File: src/rtl/serial_adder_ctrl.sv
// Bit-serial adder controller: drives an external one-bit full adder LSB first for WIDTH cycles.
// Optional subtract mode is enabled by defining SERIAL_ADDER_SUB_EN (adds the sub input).
module serial_adder_ctrl #(
    parameter int WIDTH = 8
) (
    input  logic             clk,
    input  logic             rst,
    input  logic             start,
    input  logic [WIDTH-1:0] a,
    input  logic [WIDTH-1:0] b,
    input  logic             c_in,
`ifdef SERIAL_ADDER_SUB_EN
    input  logic             sub,
`endif
    output logic             fa_a,
    output logic             fa_b,
    output logic             fa_c_in,
    input  logic             fa_s,
    input  logic             fa_c_out,
    output logic             busy,
    output logic             done,
    output logic [WIDTH-1:0] sum,
    output logic             c_out,
    output logic [1:0]       dbg_state
);

    localparam int CW = $clog2(WIDTH);

    typedef enum logic [1:0] {
        IDLE = 2'd0,
        RUN  = 2'd1,
        DONE = 2'd2
    } state_t;

    state_t           state;
    state_t           state_nxt;
    logic             accept;
    logic             last_bit;
    logic [CW-1:0]    cnt;
    logic [WIDTH-1:0] a_sr;
    logic [WIDTH-1:0] b_sr;
    logic [WIDTH-1:0] res_sr;
    logic             carry;
    logic [WIDTH-1:0] b_load;
    logic             carry_load;

    assign last_bit  = (cnt == CW'(WIDTH - 1));
    assign dbg_state = state;

`ifdef SERIAL_ADDER_SUB_EN
    // Subtraction as a + ~b + 1; the final carry is the inverted borrow.
    assign b_load     = sub ? ~b : b;
    assign carry_load = sub ? 1'b1 : c_in;
`else
    assign b_load     = b;
    assign carry_load = c_in;
`endif

    always_ff @(posedge clk or posedge rst) begin
        if (rst) begin
            state <= IDLE;
        end else begin
            state <= state_nxt;
        end
    end

    always_comb begin
        state_nxt = state;
        accept    = 1'b0;
        busy      = 1'b0;
        done      = 1'b0;
        fa_a      = 1'b0;
        fa_b      = 1'b0;
        fa_c_in   = 1'b0;
        case (state)
            IDLE: begin
                if (start) begin
                    accept    = 1'b1;
                    state_nxt = RUN;
                end
            end
            RUN: begin
                busy    = 1'b1;
                fa_a    = a_sr[0];
                fa_b    = b_sr[0];
                fa_c_in = carry;
                if (last_bit) begin
                    state_nxt = DONE;
                end
            end
            DONE: begin
                done = 1'b1;
                if (start) begin
                    accept    = 1'b1;
                    state_nxt = RUN;
                end else begin
                    state_nxt = IDLE;
                end
            end
            default: state_nxt = IDLE;
        endcase
    end

    always_ff @(posedge clk or posedge rst) begin
        if (rst) begin
            a_sr   <= '0;
            b_sr   <= '0;
            res_sr <= '0;
            carry  <= 1'b0;
            cnt    <= '0;
            sum    <= '0;
            c_out  <= 1'b0;
        end else if (accept) begin
            a_sr   <= a;
            b_sr   <= b_load;
            res_sr <= '0;
            carry  <= carry_load;
            cnt    <= '0;
        end else if (state == RUN) begin
            a_sr   <= a_sr >> 1;
            b_sr   <= b_sr >> 1;
            res_sr <= {fa_s, res_sr[WIDTH-1:1]};
            carry  <= fa_c_out;
            cnt    <= cnt + 1'b1;
            // The final sum bit is still on fa_s, so publish the merged value directly.
            if (last_bit) begin
                sum   <= {fa_s, res_sr[WIDTH-1:1]};
                c_out <= fa_c_out;
            end
        end
    end

endmodule

File: config.mk
export PLATFORM = sky130hd
export DESIGN_NAME = serial_adder_ctrl
export DESIGN_NICKNAME = d
export VERILOG_FILES = /design/src/rtl/serial_adder_ctrl.sv
export SDC_FILE = /design/constraint.sdc
export NUM_CORES = 1
export LEC_CHECK = 0
export ABC_AREA = 1
export CORE_MARGIN = 3
export CORE_UTILIZATION = 40
export DETAILED_ROUTE_END_ITERATION = 8
export SLEW_MARGIN = 5
export SYNTH_ARGS = -nofsm -noshare
export SYNTH_HDL_FRONTEND = slang
export SYNTH_SLANG_ARGS = --single-unit
export TNS_END_PERCENT = 5
File: constraint.sdc
create_clock -name clk -period 1.6 [get_ports clk]
set_input_delay 0.24 -clock clk [delete_from_list [all_inputs] [get_ports clk]]
set_output_delay 0.24 -clock clk [all_outputs]
set_load 0.01 [all_outputs]
==> results by group <==
Outcome
  – Outcome: complete, no violations

Setup path
  – Worst setup path class: reg2out
  – Crit Path Max Fanout: 3
  – Worst path cell trace: clkdlybuf4s50_1
  – Worst Path Buf+Inv: 1
  – Crit end category: output pin
  – CP max stage delay: roughly 0.57 ns
  – Crit start category: flop
  – Largest delay share family, worst path: buffers and inverters
  – CP Data Arrival Time: approximately 1.3 ns
  – CP max stage cell: clkdlybuf4s50_1
  – Worst EP required: 1.36 ns

STA
  – Top achievable clock speed: between 0.6 and 0.7 GHz
  – Max_slew headroom: around three quarters
  – Fin crit period: around 1.5 ns
  – Final setup viols: 0
  – Slew @ Worst Pin: ~0.37 ns
  – Final cycle utilization of the critical path: between 90% and 100%
  – Final Max Tran Viols: 0
  – RSZ-0062 raised after global routing: no
  – Hold Vio Cnt, Final: 0
  – Clock Skew: 0.00479 ns
  – PnR worst setup slack: a little under 0.1 ns
  – Sum Neg Setup Slack: 0 ns

Clock network
  – Sink Count: 38
  – CTS max path bufs: 2
  – Clk_lat worst skew: between 0.2 and 0.3 ns
  – CTS tree: done
  – Clk slew on worst S/H paths: ~0.07 ns
  – Hold-fix buffers at CTS: 0
  – Root Driver: clkbuf_8
  – CTS Buf Count: 5
  – H-tree depth: 2

Synth
  – Post-Syn Instances: 224
  – Share of the yosys chip area belonging to registers: around half
  – Syn Area/Cell: 8.38 µm²
  – Library cells used by synthesis: 19
  – Top-area cell type share of the netlist area: about 50%
  – #FFs+latches synth: 38
  – Synth area leaders: dfrtp_1 51%, nand2_1 16%, nand3_1 13%
  – Syn. warnings: 0
  – Post-Syn Nets: about 250
  – Area leader, netlist: dfrtp_1
  – Syn Std Cell Area: roughly 0.0019 mm²

Floorplan
  – Cell Rows: 24
  – I/O pin cnt: 38
  – Chip width: roughly 75 µm
  – DIE HEIGHT: around 75 µm
  – Initial core utilization: between 40% and 50%
  – CORE AREA: roughly 0.0044 mm²
  – Die area: between 0.005 and 0.006 mm²

Global route
  – Global route total overflow: 0
  – First-pass GRT wire length: between 6000 and 7000 µm
  – Global-route usage over all layers: between 15 and 20%
  – Largest net degree at the start of global routing: 39
  – Initial antenna violation count: 0
  – Number of global-route vias before repair: 1433

Power and ir drop
  – Power per cell area: approximately 1800 mW/mm²
  – VDD IR max: roughly 1100 µV
  – LEAKAGE: about 1.2 nW
  – Total power: between 0.004 and 0.005 W

Min path
  – Tightest Hold Check Type: in2async

Placed design
  – Placed standard-cell area: approximately 0.0023 mm²
  – PortBufs: 37
  – DP Worst Slack: about 0.12 ns
  – Post-DP HPWL: approximately 2700 µm
  – RePlAce Congestion: approximately 0.76

Routing
  – Wirelength per Cell: roughly 12 µm
  – Routed wire length: roughly 3800 µm
  – Vias/cell: 4.80
  – DR pass1 iterations: 4
  – Initial DRC count: 127
  – Via count: approximately 1500
  – Routed Antenna Nets: 0
  – Post-route DRC violation count: 0

Layout
  – Core Util, Final: ~53%
  – Fraction of layout instances using a drive strength above 1: between 10% and 20%
  – Inserted Diodes: 0
  – Fin nets: approximately 290
  – Final Cell Area: 0.00237 mm²
  – Commonest non-fill, non-tap cells in the layout: 80 x nand2_1, 48 x nand3_1, 38 x dfrtp_1
  – Area grow syn2layout: 26.5%
  – Most common cell after layout, fill and taps aside: nand2_1

Run
  – Max-cap violations: 0
## worst min-delay path, cell delays in order
cell and delay, ns:
clkdlybuf4s50_1 0.40, inv_1 0.09, buf_12 0.23
## per-layer routing
metal / track usage [%] / part of all wire (%) / vias up
met2: 23.5 / 48 / 29
met4: 5.34 / 1.4 / 0
li1: - / - / 780
met3: 3.51 / 4.8 / 7
met1: 21.6 / 46 / 706
met5: 0 / 0 / -
## flip-flops by register name (all words and copies together) (netlist names)
name,cells
cnt,3
a_sr,8
carry,1
b_sr,8
sum,8
res_sr,7
dbg_state,2
c_out,1
## final cells by class
cell class / instances / area [µm²]
fillers: 445 / 2070
flip-flops and latches: 38 / 951
multi-input cells: 150 / 728
repair buffers: 47 / 463
inverters: 23 / 91.3
clock buffers: 7 / 76.3
well taps: 52 / 65.1
## stage by stage
stage | hold slack (ns) | std cells
after floorplan | 0.350 | 224
after global placement | 0.456 | 309
after detailed placement | 0.458 | 309
after CTS | 0.318 | 317
after global routing | 0.330 | 317
final | 0.307 | 317
## kinds of logic after synthesis
family                     synth area share (%)
buffers and inverters                      10.5
adders and majority gates                  1.33
DFF                                        50.7
and+or+nand+nor                            37.2
AOI/OAI and AO/OA                         0.266
## synthesized netlist by cell type (all sizes together)
library cell  instances
o21ai                 1
buf                  13
ha                    2
nand2                83
nand3                57
nor2                  6
inv                  23
or2                   1
dfrtp                38
## report_power, final
group,internal (W),switching (W)
combinational,0.000883,0.00107
clock,0.000300,0.000305
sequential,0.00140,0.000261
## worst paths after layout
path / slack, ns / cells past startpoint / startpoint / to
setup reg to reg: 0.17 / 6 / dbg_state[0] / b_sr[5]
hold / removal: 0.31 / 3 / rst / sum[0]
hold reg to reg: 0.47 / 2 / c_out / c_out
max in group asynchronous: 1.10 / 3 / rst / cnt[1]
setup / recovery: 0.1 / 1 / dbg_state[1] / dbg_state[1]
min in group clk: 0.47 / 2 / c_out / c_out
## what timing repair did
| action | CTS | global route |
|---|---|---|
| endpoints found under the setup margin | 6 | 0 |
| buffers inserted | 1 | 0 |
| resized for setup | 6 | 0 |
(Power assumes the default switching activity.)
==> RTL change 1, RTL diff (config.mk and constraints unchanged) <==
`WIDTH`: 8 -> 32.
--- a/src/rtl/serial_adder_ctrl.sv
+++ b/src/rtl/serial_adder_ctrl.sv
@@ -1,7 +1,7 @@
 // Bit-serial adder controller: drives an external one-bit full adder LSB first for WIDTH cycles.
 // Optional subtract mode is enabled by defining SERIAL_ADDER_SUB_EN (adds the sub input).
 module serial_adder_ctrl #(
-    parameter int WIDTH = 8
+    parameter int WIDTH = 32
 ) (
     input  logic             clk,
     input  logic             rst,
Interface: changed (resized a, b and sum); port bits go from 38 to 110. The function was not compared with the original's and may differ.
==> RTL change 1 against the original RTL <==
- clock skew hardly changed
- sequential cell count is 98 higher
- largest cell class unchanged
- worst setup slack worse by 77 ps
- area after synthesis grew to 3.1 times the old value
- critical path depth is 3 higher
- routed wire length grew to 3.1 times the old value
- total power grew to 3.6 times the old value
- via count grew to 2.8 times the old value
- final area grew to 3.2 times the old value
- cell count grew to 2.8 times the old value
==> RTL change 1: results (changes against the original RTL) <==
<table>
<tr><th>Metric</th><th>Value</th></tr>
<tr><th colspan="2">Routing</th></tr>
<tr><td>Sum of routed wire length over all layers</td><td>11,600 µm (+210%)</td></tr>
<tr><td>Initial DRC Count</td><td>304 (+140%)</td></tr>
<tr><th colspan="2">Status</th></tr>
<tr><td>Result of the run</td><td>completed</td></tr>
<tr><th colspan="2">Layout</th></tr>
<tr><td>Number of non-clock inverters in the layout</td><td>44 (+91%)</td></tr>
<tr><td>Layout fillers</td><td>1,256 (+180%)</td></tr>
<tr><td>FF+latch area</td><td>3400 µm² (+260%)</td></tr>
<tr><td>Clock-cell share of area</td><td>7.80% (+4.6 points)</td></tr>
<tr><th colspan="2">Place</th></tr>
<tr><td>Input/output buffers</td><td>109 (+190%)</td></tr>
<tr><td>Pre-CTS worst setup slack</td><td>-44.1 ps (-161 ps)</td></tr>
<tr><td>Total cell area at the placement stage</td><td>7020 µm² (+210%)</td></tr>
<tr><td>Sum of net half-perimeters after detailed placement</td><td>7740 µm (+190%)</td></tr>
<tr><th colspan="2">GRT</th></tr>
<tr><td>Number of global-route vias before repair</td><td>4,212 (+190%)</td></tr>
<tr><td>Global-route wire length before repair</td><td>19,900 µm (+210%)</td></tr>
<tr><th colspan="2">Synthesis</th></tr>
<tr><td>Post-synthesis cell type count</td><td>23 (+4)</td></tr>
<tr><td>Avg Inst Size Synth</td><td>9.62 µm² (+15%)</td></tr>
<tr><th colspan="2">Power and ir drop</th></tr>
<tr><td>Standby leakage power</td><td>3.57 nW (+190%)</td></tr>
<tr><td>Largest vdd supply drop</td><td>1030 µV (-2.2%)</td></tr>
<tr><td>Seq pwr</td><td>0.00577 W (+250%)</td></tr>
<tr><td>Clk pwr</td><td>0.00393 W (+550%)</td></tr>
<tr><th colspan="2">Critical path</th></tr>
<tr><td>Highest net fanout along the worst path</td><td>7 (+4)</td></tr>
<tr><td>Max incr delay on CP</td><td>390 ps (-180 ps)</td></tr>
<tr><th colspan="2">CTS</th></tr>
<tr><td>Post-cts gate resize count</td><td>16 (+10)</td></tr>
<tr><td>Total CTS buffers</td><td>17 (+12)</td></tr>
<tr><td># H-tree levels</td><td>4 (+2)</td></tr>
<tr><th colspan="2">Timing</th></tr>
<tr><td>Final Critical Period</td><td>1580 ps (+77.1 ps)</td></tr>
</table>
==> RTL change 1: cells by family (layout without fill, tap and decap cells) <==
group           after synthesis  count (layout)  synth area share [%]
compound gates               71              71                  11.1
fa+ha+maj                     2               2                 0.435
buf+inv                      79             201                  7.59
flops                       136             136                  59.1
simple gates                310             310                  21.8
==> RTL change 1: routing by layer <==
layer / part of all wire, % / track usage, %
met1: 47 / 20.8
met2: 46 / 23.3
met3: 4.9 / 4.58
met4: 2.0 / 6.31
met5: 0 / 0
==> RTL change 1: worst max path at each step <==
| stage | startpoint | endpoint | cells after the start |
|---|---|---|---|
| finish | dbg_state[1] | fa_c_in | 4 |
| CTS | dbg_state[1] | fa_b | 4 |
| detailed placement | start | a_sr[11] | 6 |
| global route | cnt[0] | sum[22] | 8 |
| floorplan | rst | a_sr[0] | 1 |
| global placement | start | b_sr[1] | 6 |
==> RTL change 2, RTL diff (same settings) <==
Without the edit above. Add an input register stage for `start`, `fa_s` and `fa_c_out`, without a reset; this delays them by one clock. The other inputs are not delayed to match.
--- a/src/rtl/serial_adder_ctrl.sv
+++ b/src/rtl/serial_adder_ctrl.sv
@@ -31,6 +31,16 @@
         RUN  = 2'd1,
         DONE = 2'd2
     } state_t;
+
+    logic start_q;
+    logic fa_s_q;
+    logic fa_c_out_q;
+
+    always_ff @(posedge clk) begin
+        start_q    <= start;
+        fa_s_q     <= fa_s;
+        fa_c_out_q <= fa_c_out;
+    end
 
     state_t           state;
     state_t           state_nxt;
@@ -74,7 +84,7 @@
         fa_c_in   = 1'b0;
         case (state)
             IDLE: begin
-                if (start) begin
+                if (start_q) begin
                     accept    = 1'b1;
                     state_nxt = RUN;
                 end
@@ -90,7 +100,7 @@
             end
             DONE: begin
                 done = 1'b1;
-                if (start) begin
+                if (start_q) begin
                     accept    = 1'b1;
                     state_nxt = RUN;
                 end else begin
@@ -119,13 +129,13 @@
         end else if (state == RUN) begin
             a_sr   <= a_sr >> 1;
             b_sr   <= b_sr >> 1;
-            res_sr <= {fa_s, res_sr[WIDTH-1:1]};
-            carry  <= fa_c_out;
+            res_sr <= {fa_s_q, res_sr[WIDTH-1:1]};
+            carry  <= fa_c_out_q;
             cnt    <= cnt + 1'b1;
             // The final sum bit is still on fa_s, so publish the merged value directly.
             if (last_bit) begin
-                sum   <= {fa_s, res_sr[WIDTH-1:1]};
-                c_out <= fa_c_out;
+                sum   <= {fa_s_q, res_sr[WIDTH-1:1]};
+                c_out <= fa_c_out_q;
             end
         end
     end
Function: changed (a bounded check fails within 4 cycles, from zero or initial values and one cycle with rst high).
==> RTL change 2 against the original RTL <==
- worst setup slack got worse by 41 ps
- total power decreased by 5.1%
- area after synthesis down 9.1%
- die area decreased by 8.4%
- via count is 9.0% lower
- maximum frequency fell by 2.7%
- sequential cell count is 3 higher
- final area down 6.2%
- routed wire length decreased by 5.8%
- critical endpoint is now dbg_state[0]
==> RTL change 2: results (changes against the original RTL) <==
<table>
<tr><th>Metric</th><th>Value</th></tr>
<tr><th colspan="2">Status</th></tr>
<tr><td>Result of the run</td><td>completed</td></tr>
<tr><th colspan="2">Place</th></tr>
<tr><td>Total cell area at the placement stage</td><td>2150 µm² (-6.6%)</td></tr>
<tr><td>Placed Cells</td><td>278 (-10%)</td></tr>
<tr><td>GPL Wtd Cong</td><td>0.761 (about the same)</td></tr>
<tr><td>Sum of net half-perimeters after detailed placement</td><td>2360 µm (-11%)</td></tr>
<tr><td>Pre-CTS worst setup slack</td><td>47.9 ps (-69.1 ps)</td></tr>
<tr><th colspan="2">Timing</th></tr>
<tr><td>Relative max-transition margin</td><td>80.7% (+5.7 points)</td></tr>
<tr><td>Worst clock skew on the final layout</td><td>6.68 ps (+1.89 ps)</td></tr>
<tr><th colspan="2">GRT</th></tr>
<tr><td>Met2 routing resource usage after global routing</td><td>23.3% (-0.25 points)</td></tr>
<tr><td>Fraction of met3 tracks used by global routing</td><td>5.75% (+2.2 points)</td></tr>
<tr><td>Total track usage</td><td>15.8% (+0.38 points)</td></tr>
<tr><td>Global Route met1 Usage</td><td>21.6% (-0.047 points)</td></tr>
<tr><td>Global-route wire length before repair</td><td>6310 µm (-3.3%)</td></tr>
<tr><th colspan="2">Synthesis</th></tr>
<tr><td>Post-synthesis cell type count</td><td>17 (-2)</td></tr>
<tr><td>Share of the yosys chip area belonging to registers</td><td>59.2% (+8.6 points)</td></tr>
<tr><td>Commonest cells in the netlist</td><td>sky130_fd_sc_hd__nand2_1 (73), sky130_fd_sc_hd__dfrtp_1 (38), sky130_fd_sc_hd__nand3_1 (38)</td></tr>
<tr><th colspan="2">Critical path</th></tr>
<tr><td>Highest net fanout along the worst path</td><td>6 (+3)</td></tr>
<tr><td>Critical Path AT</td><td>1300 ps (+40 ps)</td></tr>
<tr><th colspan="2">Layout</th></tr>
<tr><td>Fraction of layout instances using a drive strength above 1</td><td>9.32% (-2.4 points)</td></tr>
<tr><td>Layout Nets</td><td>259 (-10%)</td></tr>
<tr><th colspan="2">Routing</th></tr>
<tr><td>DRT met1 WL</td><td>1730 µm (-0.80%)</td></tr>
<tr><td>WL per Instance</td><td>12.5 µm (+4.4%)</td></tr>
<tr><td>Total via count after detailed routing</td><td>1,385 (-9.0%)</td></tr>
<tr><td>Routed met3 length</td><td>206 µm (+14%)</td></tr>
<tr><td>Detailed route wirelength on metal2</td><td>1610 µm (-11%)</td></tr>
<tr><th colspan="2">CTS</th></tr>
<tr><td>Post CTS Setup Buffer Count</td><td>0 (-1)</td></tr>
<tr><td>Post-cts gate resize count</td><td>8 (+2)</td></tr>
<tr><th colspan="2">Power and ir drop</th></tr>
<tr><td>Largest vdd supply drop</td><td>859 µV (-18%)</td></tr>
</table>
## RTL change 2: cell count changes in the layout (fill, tap and decap cells not counted), moves of 2 or more
cell / change
sky130_fd_sc_hd__o21ai_1: +3
sky130_fd_sc_hd__nand3_1: -10
sky130_fd_sc_hd__dfxtp_1: +3
sky130_fd_sc_hd__inv_1: -11
sky130_fd_sc_hd__buf_4: -3
sky130_fd_sc_hd__o21ai_0: +3
sky130_fd_sc_hd__clkinv_2: +2
sky130_fd_sc_hd__nand3_2: -9
sky130_fd_sc_hd__nand2_1: -7
## RTL change 2: layout make-up
class                      count  area [µm²]
fill                         367        1830
sequential                    41        1010
multi-input combinational    132         606
timing repair buffer          43         420
clock buffer                   6        72.6
tap                           50        62.6
inverter                      12        45.0
clock inverter                 2        10.0
## RTL change 2: worst paths after layout
path                                      to         start  slack [ps]
worst max register to register        sum[7]  dbg_state[1]         210
max in group asynchronous       dbg_state[0]           rst        1100
min in group clk                      fa_s_q          fa_s         390
worst min register to register     res_sr[7]        fa_s_q         440
worst max-delay path            dbg_state[0]  dbg_state[0]          60
worst min-delay path                  sum[2]           rst         300
## RTL change 2: cell families (layout without fill, tap and decap cells)
group                    after synthesis  in the layout  share of synthesized area [%]
AND/OR/NAND/NOR                      122            122                           31.4
AO/OA/AOI/OAI                          8              8                           2.35
adder cells (fa/ha/maj)                2              2                           1.47
buffers and inverters                 20             63                           5.57
flip-flops                            41             41                           59.2
## RTL change 2: report_power, final
| part | total (W) | internal [W] | leakage, nW | switching (W) |
|---|---|---|---|---|
| Combinational | 0.00165 | 0.000726 | 0.558 | 0.000929 |
| Clock | 0.000643 | 0.000302 | 0.0450 | 0.000340 |
| Sequential | 0.00171 | 0.00146 | 0.507 | 0.000244 |
| Total | 0.00401 | 0.00249 | 1.11 | 0.00151 |
